==> config.mk <==
export PLATFORM = sky130hd
export DESIGN_NAME = shift_deser_flat
export DESIGN_NICKNAME = d
export VERILOG_FILES = /design/src/rtl/shift_deser_pkg.sv /design/src/rtl/shift_deser_if.sv /design/src/rtl/shift_deser_bit_cnt.sv /design/src/rtl/shift_deser.sv /design/src/flat_wrapper.sv
export SDC_FILE = /design/constraint.sdc
export NUM_CORES = 1
export LEC_CHECK = 0
export CAP_MARGIN = 20
export CORE_MARGIN = 4
export CORE_UTILIZATION = 41
export CTS_CLUSTER_DIAMETER = 120
export DETAILED_ROUTE_END_ITERATION = 7
export HOLD_SLACK_MARGIN = 0.06
export PLACE_DENSITY_LB_ADDON = 0.1
export RECOVER_POWER = 50
export SLEW_MARGIN = 20
export SYNTH_ARGS = -nofsm -noshare
export SYNTH_HDL_FRONTEND = slang
export SYNTH_SLANG_ARGS = --single-unit
export TNS_END_PERCENT = 1
==> constraint.sdc <==
create_clock -name clk -period 1.6 [get_ports clk]
set_input_delay 0.32 -clock clk [delete_from_list [all_inputs] [get_ports clk]]
set_output_delay 0.32 -clock clk [all_outputs]
set_load 0.03 [all_outputs]
==> src/rtl/shift_deser_pkg.sv <==
// Shared types and constants for the shift_deser serial-to-parallel receiver.
package shift_pkg;

    typedef enum logic [1:0] {
        IDLE   = 2'd0,
        SHIFT  = 2'd1,
        PARITY = 2'd2,
        HOLD   = 2'd3
    } state_e;

    localparam logic DIR_MSB_FIRST = 1'b0;
    localparam logic DIR_LSB_FIRST = 1'b1;

endpackage

==> src/rtl/shift_deser_if.sv <==
// Serial-in / parallel-out bus of shift_deser.
// SHIFT_DESER_PARITY_EN adds the parity_err signal.
interface shift_deser_if #(
    parameter int WIDTH = 8
);
    logic             dir;
    logic             ser_valid;
    logic             ser_in;
    logic             ser_ready;
    logic             out_valid;
    logic             out_ready;
    logic [WIDTH-1:0] y;
    logic             busy;
`ifdef SHIFT_DESER_PARITY_EN
    logic             parity_err;
`endif

    // master = bit producer plus word consumer; slave = the receiver
    modport master (
        output dir, ser_valid, ser_in, out_ready,
`ifdef SHIFT_DESER_PARITY_EN
        input  parity_err,
`endif
        input  ser_ready, out_valid, y, busy
    );

    modport slave (
        input  dir, ser_valid, ser_in, out_ready,
`ifdef SHIFT_DESER_PARITY_EN
        output parity_err,
`endif
        output ser_ready, out_valid, y, busy
    );

endinterface

==> src/rtl/shift_deser_bit_cnt.sv <==
// Bit counter for shift_deser: counts accepted data bits and flags the last one.
module shift_bit_cnt #(
    parameter  int WIDTH = 8,
    localparam int CNT_W = $clog2(WIDTH + 1)
) (
    input  logic             clk,
    input  logic             rst_n,
    input  logic             inc,
    input  logic             clr,
    output logic [CNT_W-1:0] cnt,
    output logic             last
);

    logic [CNT_W-1:0] r_cnt;

    // NOTE: sequential state uses non-blocking assignments so every register samples pre-edge values.
    always_ff @(posedge clk) begin
        if (!rst_n)   r_cnt <= '0;
        else if (clr) r_cnt <= '0;
        else if (inc) r_cnt <= r_cnt + CNT_W'(1);
    end

    assign cnt  = r_cnt;
    assign last = (r_cnt == CNT_W'(WIDTH - 1)) && inc;

endmodule

==> src/rtl/shift_deser.sv <==
// Serial-to-parallel receiver with per-word MSB/LSB-first order and valid/ready output.
// Define SHIFT_DESER_PARITY_EN to accept a trailing even-parity bit and report parity_err.
module shift_deser
    import shift_pkg::*;
#(
    parameter  int WIDTH = 8,
    localparam int CNT_W = $clog2(WIDTH + 1)
) (
    input logic         clk,
    input logic         rst_n,
    shift_deser_if.slave bus
);

    state_e           r_state, w_next;
    logic [WIDTH-1:0] r_shift, w_shift_nxt, r_y;
    logic             r_dir_q, w_dir;
    logic             w_ser_ready, w_out_valid, w_accept, w_inc, w_last;
    logic [CNT_W-1:0] w_cnt;
`ifdef SHIFT_DESER_PARITY_EN
    logic             r_parity_err;
`endif

    assign w_ser_ready = (r_state != HOLD);
    assign w_accept    = bus.ser_valid && w_ser_ready;
    assign w_inc       = w_accept && (r_state == IDLE || r_state == SHIFT);

    shift_bit_cnt #(.WIDTH(WIDTH)) u_bit_cnt (
        .clk  (clk),
        .rst_n(rst_n),
        .inc  (w_inc),
        .clr  (w_last),
        .cnt  (w_cnt),
        .last (w_last)
    );

    // Bit order is taken live on the first bit and frozen in r_dir_q for the rest of the word.
    always_comb begin
        w_dir       = (r_state == IDLE) ? bus.dir : r_dir_q;
        w_shift_nxt = (w_dir == DIR_MSB_FIRST) ? {r_shift[WIDTH-2:0], bus.ser_in}
                                               : {bus.ser_in, r_shift[WIDTH-1:1]};
    end

    always_ff @(posedge clk) begin
        if (!rst_n) r_state <= IDLE;
        else        r_state <= w_next;
    end

    // NOTE: every combinational output gets a default first, so no path can infer a latch.
    always_comb begin
        w_next      = r_state;
        w_out_valid = 1'b0;
        case (r_state)
            IDLE:   if (w_accept) w_next = SHIFT;
`ifdef SHIFT_DESER_PARITY_EN
            SHIFT:  if (w_last) w_next = PARITY;
`else
            SHIFT:  if (w_last) w_next = HOLD;
`endif
            PARITY: if (w_accept) w_next = HOLD;
            HOLD: begin
                w_out_valid = 1'b1;
                if (bus.out_ready) w_next = IDLE;
            end
            default: w_next = IDLE;
        endcase
    end

    always_ff @(posedge clk) begin
        if (!rst_n) begin
            r_shift <= '0;
            r_dir_q <= DIR_MSB_FIRST;
            r_y     <= '0;
        end else begin
            if (w_inc) begin
                r_shift <= w_shift_nxt;
                if (r_state == IDLE) r_dir_q <= bus.dir;
            end
`ifdef SHIFT_DESER_PARITY_EN
            if (r_state == PARITY && w_accept) r_y <= r_shift;
`else
            if (w_last) r_y <= w_shift_nxt;
`endif
        end
    end

`ifdef SHIFT_DESER_PARITY_EN
    always_ff @(posedge clk) begin
        if (!rst_n)                             r_parity_err <= 1'b0;
        else if (r_state == PARITY && w_accept) r_parity_err <= (^r_shift) ^ bus.ser_in;
    end
    assign bus.parity_err = r_parity_err;
`endif

    // The count is non-zero exactly while a word is partly shifted in (state SHIFT).
    assign bus.busy      = (w_cnt != '0);
    assign bus.ser_ready = w_ser_ready;
    assign bus.out_valid = w_out_valid;
    assign bus.y         = r_y;

endmodule
==> src/flat_wrapper.sv <==
// flat-port wrapper written by rule: the top's interface ports become plain ports
module shift_deser_flat import shift_pkg::*;
#(
    parameter  int WIDTH = 8,
    localparam int CNT_W = $clog2(WIDTH + 1)
)
  (clk, rst_n, bus_dir, bus_ser_valid, bus_ser_in, bus_out_ready, bus_ser_ready, bus_out_valid, bus_y, bus_busy);
  shift_deser_if #(.WIDTH(WIDTH)) bus_i ();
  input logic clk;
  input logic rst_n;
  input wire logic [$bits(bus_i.dir)-1:0] bus_dir;
  input wire logic [$bits(bus_i.ser_valid)-1:0] bus_ser_valid;
  input wire logic [$bits(bus_i.ser_in)-1:0] bus_ser_in;
  input wire logic [$bits(bus_i.out_ready)-1:0] bus_out_ready;
  output wire logic [$bits(bus_i.ser_ready)-1:0] bus_ser_ready;
  output wire logic [$bits(bus_i.out_valid)-1:0] bus_out_valid;
  output wire logic [$bits(bus_i.y)-1:0] bus_y;
  output wire logic [$bits(bus_i.busy)-1:0] bus_busy;
  assign bus_i.dir = bus_dir;
  assign bus_i.ser_valid = bus_ser_valid;
  assign bus_i.ser_in = bus_ser_in;
  assign bus_i.out_ready = bus_out_ready;
  assign bus_ser_ready = bus_i.ser_ready;
  assign bus_out_valid = bus_i.out_valid;
  assign bus_y = bus_i.y;
  assign bus_busy = bus_i.busy;
  shift_deser #(.WIDTH(WIDTH)) u_core (.clk(clk), .rst_n(rst_n), .bus(bus_i));
endmodule
==> impl_metrics.ini, run 1 <==
[die]
dieHeight_um = 60.6
ioPinCount = 17
die_area_um2 = 3670
die_w_um = 60.6
fp-row-count = 18
core_um2 = 2540
initial_core_util = 0.445

[timing]
final.period_utilization = 1.00
drv_slew = 0
tightest_slew_ps = 329
final.setup.tns_ps = 0
skew_ps = 6.58
timing.slew.headroom = 0.780
fmaxAchievable_ghz = 0.625
finalSetupViolations = 0
hold_viol = 0
rsz0062_at_grt = true
period_needed_ps = 1600

[placement]
placed_area_um2 = 1410
place_inst = 164
place_hpwl_um = 1520
gp_congestion = 0.815
io_buffer_count = 16

[yosys]
synth_nets = 127
synth_warnings = 0
netlist_area_um2 = 1130
synthCells = 114
syn_avg_cell_area_um2 = 9.93
ys_ff_latch = 23
netlist-cell-type-count = 28
yosysSeqAreaShare = 0.407

[setup_path]
path_class = reg2reg
worstSetupEndpointType = flip-flop
startpoint_type = flip-flop
worstReg2RegStart = u_core.r_state[0]
reg2reg_to = u_core.bus.y[1]
arrival_ps = 1810
cp.required_ps = 1810
r2r_cells = 7
critPathMaxFanout = 8
rrSetupSlack_ps = 0.4

[finish]
diodes = 0
nets = 152
drive_gt1_frac = 0.217
fillers = 252
fin_cells = 168
syn2layout_area_growth_pct = 27.8
design_area_um2 = 1450

[power]
ir_drop_mv = 1.18
powerDensity_nw_per_um2 = 1490
leakagePower_nw = 0.791

[grt]
grt_pass1_wl_um = 3620
grtUsageMet1 = 0.144
overflow = 0
antenna_found_initial = 0
grt_usage = 0.131
met2_usage = 0.238
grt_max_degree = 26
grt_pass1_vias = 873
top_usage_layer = met2
met3_usage = 0.0319

[route]
wl_per_cell_um = 12.7
initialDrtViolationCount = 8
vias = 869
ant_nets = 0
drt-vias-per-instance = 5.17
drt_wl_total_um = 2140
drc_errors = 0
detailedRoute.firstPassIterationCount = 4

[status]
outcome = complete, no violations

[clock_network]
clkSinkCount = 23
tritoncts = built
cts_setup_buffers = 0
clk-insertion-delay-late_ps = 310
cts_root_buffer = clkbuf_4
htreeDepth = 1
cts.clk_slew.worst_paths_ps = 120
clk_path_buf_depth = 2
cts_buffers = 3
cts_hold_buf = 0

[min_path]
hold_path_class = reg2reg
min_to = u_core.bus.y[6]
hold_start = u_core.bus.y[6]
hold_depth = 1

[run]
maxCapViolCount = 0
-- worst max-delay path, stage by stage, from the launching register on --
cell and delay (ps):
dfxtp_1 370, inv_2 90, ha_4 170, mux2i_4 250
buf_12 160, mux2i_2 250, nand2_1 90, o211a_1 120
-- synthesized netlist by cell type --
cell type | number | area, um2
nor2_2 | 1 | 6.26
a21boi_0 | 2 | 15.0
nor2b_1 | 4 | 25.0
dfxtp_1 | 23 | 460
buf_1 | 1 | 3.75
ha_1 | 7 | 87.6
clkbuf_1 | 2 | 7.51
mux2i_4 | 1 | 22.5
buf_4 | 1 | 7.51
nand2_1 | 20 | 75.1
mux2i_1 | 11 | 110
nor3_4 | 1 | 16.3
and2_1 | 1 | 6.26
o211ai_1 | 1 | 7.51
or4_1 | 1 | 7.51
a22oi_1 | 1 | 7.51
nand3b_1 | 1 | 7.51
o211a_1 | 16 | 160
nor3b_1 | 2 | 15.0
o21ai_1 | 1 | 5.00
buf_2 | 1 | 5.00
inv_1 | 5 | 18.8
nand2b_1 | 2 | 12.5
nor2_1 | 2 | 7.51
o21ai_0 | 3 | 15.0
nand3_1 | 1 | 5.00
xor2_1 | 1 | 8.76
a31oi_1 | 1 | 6.26
-- registers in the layout, summed over array words and instances, names as in the netlist --
register / cells
u_core.u_bit_cnt.cnt: 4
u_core.r_state: 2
u_core.r_shift: 8
u_core.r_dir_q: 1
u_core.bus.y: 8
-- power by group --
group	internal [mW]	leakage (nW)	switching, mW	total [mW]
clock	0.0973	0.0150	0.165	0.262
sequential	0.696	0.188	0.121	0.817
combinational	0.557	0.587	0.521	1.08
total	1.35	0.791	0.807	2.16
-- per-stage QoR --
step | hold WS [ps] | utilization | setup WS, ps | power, mW
finish | 504 | 0.569 | 0.434 | 2.16
CTS | 511 | 0.560 | -27.5 | 2.11
detailed placement | 485 | 0.554 | -245 | 1.84
global placement | 479 | 0.554 | -135 | 1.81
global route | 523 | 0.569 | -103 | 2.34
floorplan | 471 | - | 12.4 | 1.50
-- layer usage --
layer,share of wire,wire (um)
met1,0.47,997
met2,0.49,1040
met3,0.039,83
met4,0.0075,16
met5,0,0
-- logic make-up after synthesis --
family,share of synthesized area
xor+xnor,0.00774
flops,0.407
mux,0.117
buf+inv,0.0376
compound gates,0.191
fa+ha+maj,0.0773
simple gates,0.162
-- cell type report --
class	count	area, um2	share of cell area
multi-input cells	81	668	0.462
flip-flops and latches	23	462	0.319
repair buffers	25	235	0.162
well taps	30	37.5	0.0259
clock buffers	4	26.3	0.0182
inverters	5	18.8	0.0130
-- how the worst max path moves through the flow --
stage	start	end	cells after the start
2_1_floorplan	u_core.r_state[0]	u_core.bus.y[5]	6
3_3_place_gp	bus_ser_valid	u_core.u_bit_cnt.cnt[3]	5
3_5_place_dp	bus_ser_valid	u_core.u_bit_cnt.cnt[3]	5
4_1_cts	u_core.r_state[1]	u_core.bus.y[3]	7
5_1_grt	u_core.r_state[1]	u_core.bus.y[1]	7
6_report	u_core.r_state[0]	u_core.bus.y[1]	7
-- timing repair --
item	4_1_cts	5_1_grt
endpoints found under the hold margin	0	0
resized for setup	9	9
gates cloned	0	0
pin swaps	0	1
endpoints found under the setup margin	22	18
-- layout by cell type (no fill, tap or decap), types with 5 or more instances in the layout --
cell,instances
nand2_1,20
ha_1,5
dfxtp_1,22
mux2i_1,6
o211a_1,16
clkdlybuf4s50_1,5
dlygate4sd2_1,8
buf_4,10
mux2i_2,5
(Power assumes the default switching activity.)
==> inputs of run 2 (changes only) <==
Settings changed: ABC_AREA set to 1.
==> run 2 against run 1 <==
Against the previous run:
- clock skew down 1.2 ps
- combinational power fell by 4%
- sequential share of layout area barely moved
- core utilization decreased by 3.9 points
- sequential cell count unchanged
- worst hold slack worse by 36 ps
- non-clock buffer count down 3
- sequential power down 6.0%
- register-to-register slack improved by 120 ps
- global-route usage barely moved
==> impl_metrics.ini, run 2 <==
[status]
outcome = complete, no violations

[yosys]
ys.flop_type = dfxtp_1
synth_edf_count = 0
syn_avg_cell_area_um2 = 7.31
netlist-cell-type-count = 23
synth_nets = 175
synth_warnings = 0
netlist_area_um2 = 1180
synthCells = 162
netlist_top_cells_count = inv_1 (33), nand2_1 (26), dfxtp_1 (23)
ys_ff_latch = 23
synth_top_area_share = 0.389
yosysMostFrequentCell = inv_1
synth_largest_area_cell = dfxtp_1
yosys-top-cells-area = dfxtp_1 (39%), inv_1 (10%), a21oi_1 (8.4%)
yosysSeqAreaShare = 0.389
async_flop_share = 0

[power]
p_switching_uw = 886
power_mw = 2.07
leakagePower_nw = 0.690
comb_power_share = 0.502
ir_drop_mv = 0.825
swShare = 0.429
powerDensity_nw_per_um2 = 1410
p_seq_frac = 0.372
power.share.clock = 0.126
intPower_mw = 1.18

[setup_path]
critPathMaxFanout = 4
worstSetupEndpointType = primary output
crit_start = u_core.r_state[1]
rrSetupSlack_ps = 120
reg2reg_to = u_core.r_state[0]
r2r_cells = 10
arrival_ps = 1200
path_class = reg2out
startpoint_type = flip-flop
cp.required_ps = 1280
worstReg2RegStart = u_core.r_state[1]

[min_path]
min_to = u_core.r_dir_q
hold_depth = 2
hold_path_class = reg2reg
hold_start = u_core.r_dir_q

[route]
detailedRoute.firstPassIterationCount = 4
drt_wl_total_um = 2250
initialDrtViolationCount = 53
drc_errors = 0
vias = 1006
wl_per_cell_um = 10.4
drt-vias-per-instance = 4.66
ant_nets = 0

[die]
initial_core_util = 0.430
ioPinCount = 17
core_um2 = 2760
die_area_um2 = 3810
die_w_um = 61.8
fp-row-count = 19
dieHeight_um = 61.8

[clock_network]
cts_root_buffer = clkbuf_4
clk-insertion-delay-late_ps = 300
htreeDepth = 1
clk_path_buf_depth = 2
cts_hold_buf = 0
cts.clk_slew.worst_paths_ps = 120
tritoncts = built
clkSinkCount = 23
cts_buffers = 3

[timing]
drv_slew = 0
hold_viol = 0
finalSetupViolations = 0
period_needed_ps = 1520
final.setup.worst_slack_ps = 82.3
timing.slew.headroom = 0.634
final.period_utilization = 0.949
worst_hold_slack_ps = 468
fmaxAchievable_ghz = 0.659
skew_ps = 5.41
tightest_slew_ps = 548

[grt]
overflow = 0
grt_usage = 0.131
grt_pass1_vias = 893
grt_pass1_wl_um = 3750
antenna_found_initial = 0
grt_max_degree = 20

[finish]
final_common_cell = inv_1
final_util = 0.530
layout_common_cells = inv_1 (33), nand2_1 (24), dfxtp_1 (21)
nets = 199
diodes = 0
syn2layout_area_growth_pct = 23.3
drive_gt1_frac = 0.168
fillers = 284
design_area_um2 = 1460

[placement]
placed_area_um2 = 1390
place_hpwl_um = 1570
gp_congestion = 0.814
io_buffer_count = 16
place_ws_ps = -65.9

[run]
maxCapViolCount = 0
-- run 2: cell types whose count changed in the layout (fill, tap and decap cells not counted), sizes merged, moves of 4 or more --
cell / previous run / this run
o21a: 0 / 8
buf: 12 / 8
o211a: 16 / 0
inv: 5 / 37
o21ai: 4 / 16
mux2i: 12 / 0
a21oi: 0 / 22
nand2: 20 / 30
nor2: 3 / 9
nor2b: 4 / 0
-- run 2: metal layers --
metal / routed length, um / GRT usage
met1: 1120 / 0.186
met2: 985 / 0.193
met3: 118 / 0.0269
met4: 23 / 0.0545
met5: 0 / 0
-- run 2: kinds of logic (layout without fill, tap and decap cells) --
logic type                 Yosys count  in the layout  synth area share
AOI/OAI and AO/OA                   46             46             0.218
adders and majority gates            7              7            0.0739
buffers and inverters               42             64             0.146
DFF                                 23             23             0.389
and+or+nand+nor                     44             45             0.174
-- run 2: worst max-delay path, cell delays in order (launching register included) --
cell	delay (ps)
dfxtp_1	330
buf_4	150
ha_2	170
inv_2	80
buf_4	160
-- run 2: power by group through the flow --
stage	sequential, mW	clock (mW)	combinational [mW]
after detailed placement	0.773	0	0.928
after floorplan	0.763	0	0.713
final	0.768	0.261	1.04
after global placement	0.767	0	0.918
after CTS	0.762	0.279	0.948
after global routing	0.782	0.303	1.20
-- run 2: how the worst max path moves through the flow --
stage / end / cells past startpoint / slack (ps)
floorplan: u_core.bus.y[7] / 7 / 50
global placement: u_core.r_state[1] / 8 / -7
detailed placement: u_core.r_state[0] / 8 / -70
CTS: u_core.bus.y[7] / 9 / 20
global route: u_core.r_state[1] / 10 / -10
finish: bus_ser_ready / 4 / 80
-- run 2: area by class of cell --
| class | count | area, um2 | share of cell area |
|---|---|---|---|
| clock buffers | 4 | 26.3 | 0.0180 |
| inverters | 38 | 145 | 0.0993 |
| multi-input cells | 98 | 601 | 0.411 |
| flip-flops and latches | 23 | 465 | 0.318 |
| well taps | 31 | 38.8 | 0.0265 |
| repair buffers | 22 | 185 | 0.127 |
-- run 2: per-stage QoR --
step,setup TNS (ps),std cells
finish,0,216
floorplan,0,162
global route,-22.6,216
CTS,0,214
global placement,-12.7,210
detailed placement,-131,210
-- run 2: what timing repair did --
| item | 4_1_cts | 5_1_grt |
|---|---|---|
| endpoints found under the setup margin | 12 | 21 |
| setup buffers | 0 | 1 |
| hold endpoints to repair | 0 | 0 |
| cloned | 0 | 1 |
| gates resized for setup | 10 | 10 |
| pin swaps | 0 | 2 |
==> RTL change 1: new RTL, settings of run 2 <==
Re-encode `state_e` (4 states) as Gray code, 2 bits wide.
--- a/src/rtl/shift_deser_pkg.sv
+++ b/src/rtl/shift_deser_pkg.sv
@@ -2,10 +2,10 @@
 package shift_pkg;
 
     typedef enum logic [1:0] {
-        IDLE   = 2'd0,
-        SHIFT  = 2'd1,
-        PARITY = 2'd2,
-        HOLD   = 2'd3
+        IDLE   = 2'b00,
+        SHIFT  = 2'b01,
+        PARITY = 2'b11,
+        HOLD   = 2'b10
     } state_e;
 
     localparam logic DIR_MSB_FIRST = 1'b0;
Function: same outputs for any inputs over 10 cycles, from zero or initial values and one cycle with rst_n low; not proved beyond that.
==> RTL change 1 against run 2 <==
Clock skew up 0.0040 ns; wire length up 12%; register-to-register slack better by 0.06 ns; sequential cell count unchanged; final area up 7.9%; synthesized area up 12%; fmax up 1.3%; worst setup slack better by 0.020 ns.
Power is not compared: it rests on default switching activity, and its combinational part moved more than twofold at a synthesized area within 25%.
==> RTL change 1: results (changes against run 2) <==
[status]
outcome=finished, final reports clean

[worst_setup_path]
r2r_setup_slack_ns=0.18  ; +0.06 ns
arrival_ns=1.18  ; -0.02 ns
crit_path_start=u_core.u_bit_cnt.cnt[1]
reg2regPathDepth=7  ; -3
crit_family=flip-flops
endpoint=bus_busy
r2r_end=u_core.bus.y[2]
crit_path_max_incr_delay_ns=0.40  ; +0.07 ns

[layout]
n_fill_cell=325  ; +14%
n_antenna_cell=0  ; unchanged
drive_gt1_share_pct=23.9  ; +7.1 points
nets=206  ; +3.5%
final_cells=241  ; +12%

[logic_synthesis]
synth_nets=180  ; +2.9%
synth-xor-area-share_pct=0.661  ; +0.66 points
yosysSeqAreaShare_pct=34.7  ; -4.1 points
yosys-top-cells-count=nand2_1, inv_1, dfxtp_1, nor2_1, o211ai_2
synth_top_cells_by_area=dfxtp_1, o211ai_2, nand2_1
yosysWarningCount=0  ; unchanged
synth.avg_cell_area_um2=7.70  ; +5.3%
yosysUniqueCellTypes=24  ; +4.3%
synth_compound_area_share_pct=19.9  ; -1.8 points
synth_adder_area_share_pct=1.89  ; -5.5 points

[route]
vias=1091  ; +8.4%
drt_iter0_markers=24  ; -55%
wire_per_inst_um=10.5  ; +0.49%
drtPass1Iterations=4  ; unchanged

[worst_hold_path]
whs_endpoint=u_core.u_bit_cnt.cnt[0]
holdCritStartpoint=u_core.u_bit_cnt.cnt[0]
holdPathStages=2  ; unchanged

[global_route]
grt_pass1_vias=1019  ; +14%
grt_max_degree=18  ; -10%
grt_pass1_wl_um=4440  ; +19%
grt_use_total_pct=13.2  ; +0.15 points

[timing]
fin_hold_ws_ns=0.504  ; +0.0359 ns
clock-skew-final_ns=0.00942  ; +0.00401 ns
worst_pin_slew_ns=0.337  ; -0.211 ns
period_needed_ns=1.50  ; -0.0196 ns

[clocking]
cts_made_buffers=3  ; unchanged
insertion_delay_ns=0.31
clk_pin_slew_ns=0.13

[placement]
postPlaceCellArea_um2=1580  ; +14%
dp_hpwl_um=1910  ; +21%
gp_congestion=0.811  ; -0.43%
place_ws_ns=-0.0734  ; -0.00745 ns

-- RTL change 1: layout make-up --
cell class                 instances  area [µm²]  share of cell area, %
clock buffer                       4        26.3                   1.67
inverter                          36         135                   8.57
multi-input combinational        107         661                   41.9
sequential                        23         462                   29.3
tap                               44        55.1                   3.49
timing repair buffer              27         238                   15.1
-- RTL change 1: power by group --
group	leakage (µW)	internal (µW)	switching, µW
clock network	0.0000150	97.3	175
registers	0.000188	616	30.9
logic	0.000629	180	273
-- RTL change 1: timing repair --
item | CTS | global route
endpoints found under the hold margin | 0 | 0
endpoints found under the setup margin | 10 | 3
gates resized for setup | 13 | 4
setup buffers | 0 | 0
-- RTL change 1: routing by layer --
metal | track usage [%] | part of all wire [%]
met1 | 16.5 | 49
met2 | 21.8 | 47
met3 | 3.29 | 4.0
met4 | 5.01 | 0.59
met5 | 0 | 0
==> RTL change 2: new RTL, config.mk and constraints of run 2 <==
Made on the original files. `WIDTH` is set to 8 in 4 places; all go to 16.
--- a/src/rtl/shift_deser_if.sv
+++ b/src/rtl/shift_deser_if.sv
@@ -1,7 +1,7 @@
 // Serial-in / parallel-out bus of shift_deser.
 // SHIFT_DESER_PARITY_EN adds the parity_err signal.
 interface shift_deser_if #(
-    parameter int WIDTH = 8
+    parameter int WIDTH = 16
 );
     logic             dir;
     logic             ser_valid;
--- a/src/rtl/shift_deser_bit_cnt.sv
+++ b/src/rtl/shift_deser_bit_cnt.sv
@@ -1,6 +1,6 @@
 // Bit counter for shift_deser: counts accepted data bits and flags the last one.
 module shift_bit_cnt #(
-    parameter  int WIDTH = 8,
+    parameter  int WIDTH = 16,
     localparam int CNT_W = $clog2(WIDTH + 1)
 ) (
     input  logic             clk,
--- a/src/rtl/shift_deser.sv
+++ b/src/rtl/shift_deser.sv
@@ -3,7 +3,7 @@
 module shift_deser
     import shift_pkg::*;
 #(
-    parameter  int WIDTH = 8,
+    parameter  int WIDTH = 16,
     localparam int CNT_W = $clog2(WIDTH + 1)
 ) (
     input logic         clk,
--- a/src/flat_wrapper.sv
+++ b/src/flat_wrapper.sv
@@ -1,7 +1,7 @@
 // flat-port wrapper written by rule: the top's interface ports become plain ports
 module shift_deser_flat import shift_pkg::*;
 #(
-    parameter  int WIDTH = 8,
+    parameter  int WIDTH = 16,
     localparam int CNT_W = $clog2(WIDTH + 1)
 )
   (clk, rst_n, bus_dir, bus_ser_valid, bus_ser_in, bus_out_ready, bus_ser_ready, bus_out_valid, bus_y, bus_busy);
Interface: changed (resized bus_y); port bits go from 17 to 25. No check against the original RTL was run, so the function may have changed too.
==> RTL change 2 against run 2 <==
Wire length grew 58%; clock skew shrank 0.0030 ns; global-route usage shrank 0.18 points; highest routed layer unchanged; worst hold slack lost 0.0042 ns; sequential power grew 69%; sequential cell count grew 17; final area grew 67%; power grew 70%; critical endpoint unchanged; final cell count grew 63%; synthesized area grew 67%; worst setup slack lost 0.054 ns; largest power group unchanged.
==> RTL change 2: results (changes against run 2) <==
[logic_synthesis]
yosysUniqueCellTypes=24  ; +4.3%
yosys-top-cells-count=inv_1, dfxtp_1, nand2_1, a21oi_1, o21ai_1
synth_nets=280  ; +60%
synth.avg_cell_area_um2=7.44  ; +1.7%
synth_top_cells_by_area=dfxtp_1, inv_1, a21oi_1
yosysSeqAreaShare_pct=40.5  ; +1.6 points

[worst_setup_path]
crit_path_start=u_core.r_state[0]
arrival_ns=1.25  ; +0.05 ns

[global_route]
grt_max_degree=34  ; +70%
grt_pass1_vias=1500  ; +68%
grt_use_total_pct=12.9  ; -0.18 points

[placement]
place_ws_ns=-0.0863  ; -0.0204 ns
port-buffer-count=24  ; +8
dp_hpwl_um=2620  ; +66%
gp_congestion=0.781  ; -4.1%

[timing]
clock-skew-final_ns=0.00236  ; -0.00305 ns
worst_pin_slew_ns=0.284  ; -0.264 ns

[status]
outcome=finished, final reports clean

[worst_hold_path]
holdCritStartpoint=u_core.u_bit_cnt.cnt[3]

[layout]
final_cells=353  ; +63%
n_fill_cell=490  ; +73%
nets=313  ; +57%

[clocking]
htreeDepth=2  ; +1
cts_root_buf=clkbuf_8
clk_pin_slew_ns=0.07  ; -0.05 ns

[power_and_ir_drop]
ir_worst_vdd_uv=724  ; -12%
p_leak_uw=0.00114  ; +65%

[route]
wire_per_inst_um=10.1  ; -3.6%

RTL change 2: report_power, final:
part / internal [µW] / leakage, µW / switching [µW]
combinational: 662 / 0.000768 / 934
clock: 296 / 0.0000410 / 316
sequential: 1190 / 0.000327 / 105
total: 2150 / 0.00114 / 1350
RTL change 2: kinds of logic after synthesis:
| group | share of synthesized area, % |
|---|---|
| compound gates | 26.1 |
| fa+ha+maj | 5.06 |
| buf+inv | 16.4 |
| flops | 40.5 |
| simple gates | 12.0 |
RTL change 2: stage by stage:
stage / instance area [µm²] / TNS, ns
floorplan: 1980 / 0
global placement: 2350 / -1.26
detailed placement: 2350 / -1.76
CTS: 2410 / 0
global route: 2430 / -0.646
finish: 2430 / 0
RTL change 2: final timing paths:
path / end / slack, ns / depth (start not counted)
max reg2reg: u_core.bus.y[12] / 0.05 / 8
min: u_core.u_bit_cnt.cnt[3] / 0.46 / 2
max: bus_ser_ready / 0.03 / 4
min reg2reg: u_core.u_bit_cnt.cnt[3] / 0.46 / 2
RTL change 2: layout make-up:
class	instances	area [µm²]	share of cell area, %
clock inverters	1	5.00	0.206
flip-flops and latches	40	803	33.0
well taps	54	67.6	2.77
repair buffers	39	378	15.5
multi-input cells	148	865	35.5
clock buffers	6	72.6	2.98
inverters	65	244	10.0
RTL change 2: per-layer routing:
metal,routed length [µm],GRT usage (%),up-vias,share of wire [%]
li1,-,-,900,-
met1,1670,16.4,715,47
met2,1730,21.8,20,49
met3,118,2.78,4,3.3
met4,35,4.27,0,0.99
met5,0,0,-,0
RTL change 2: critical path, cell delays in order, from the launching register on:
cell     delay, ns
dfxtp_2       0.34
buf_4         0.13
ha_1          0.24
inv_1         0.12
buf_6         0.14
RTL change 2: what timing repair did:
item,in CTS,in global routing
gates resized for setup,18,7
buffers inserted,0,0
endpoints found under the setup margin,42,41
pin swaps,0,0
endpoints found under the hold margin,0,0
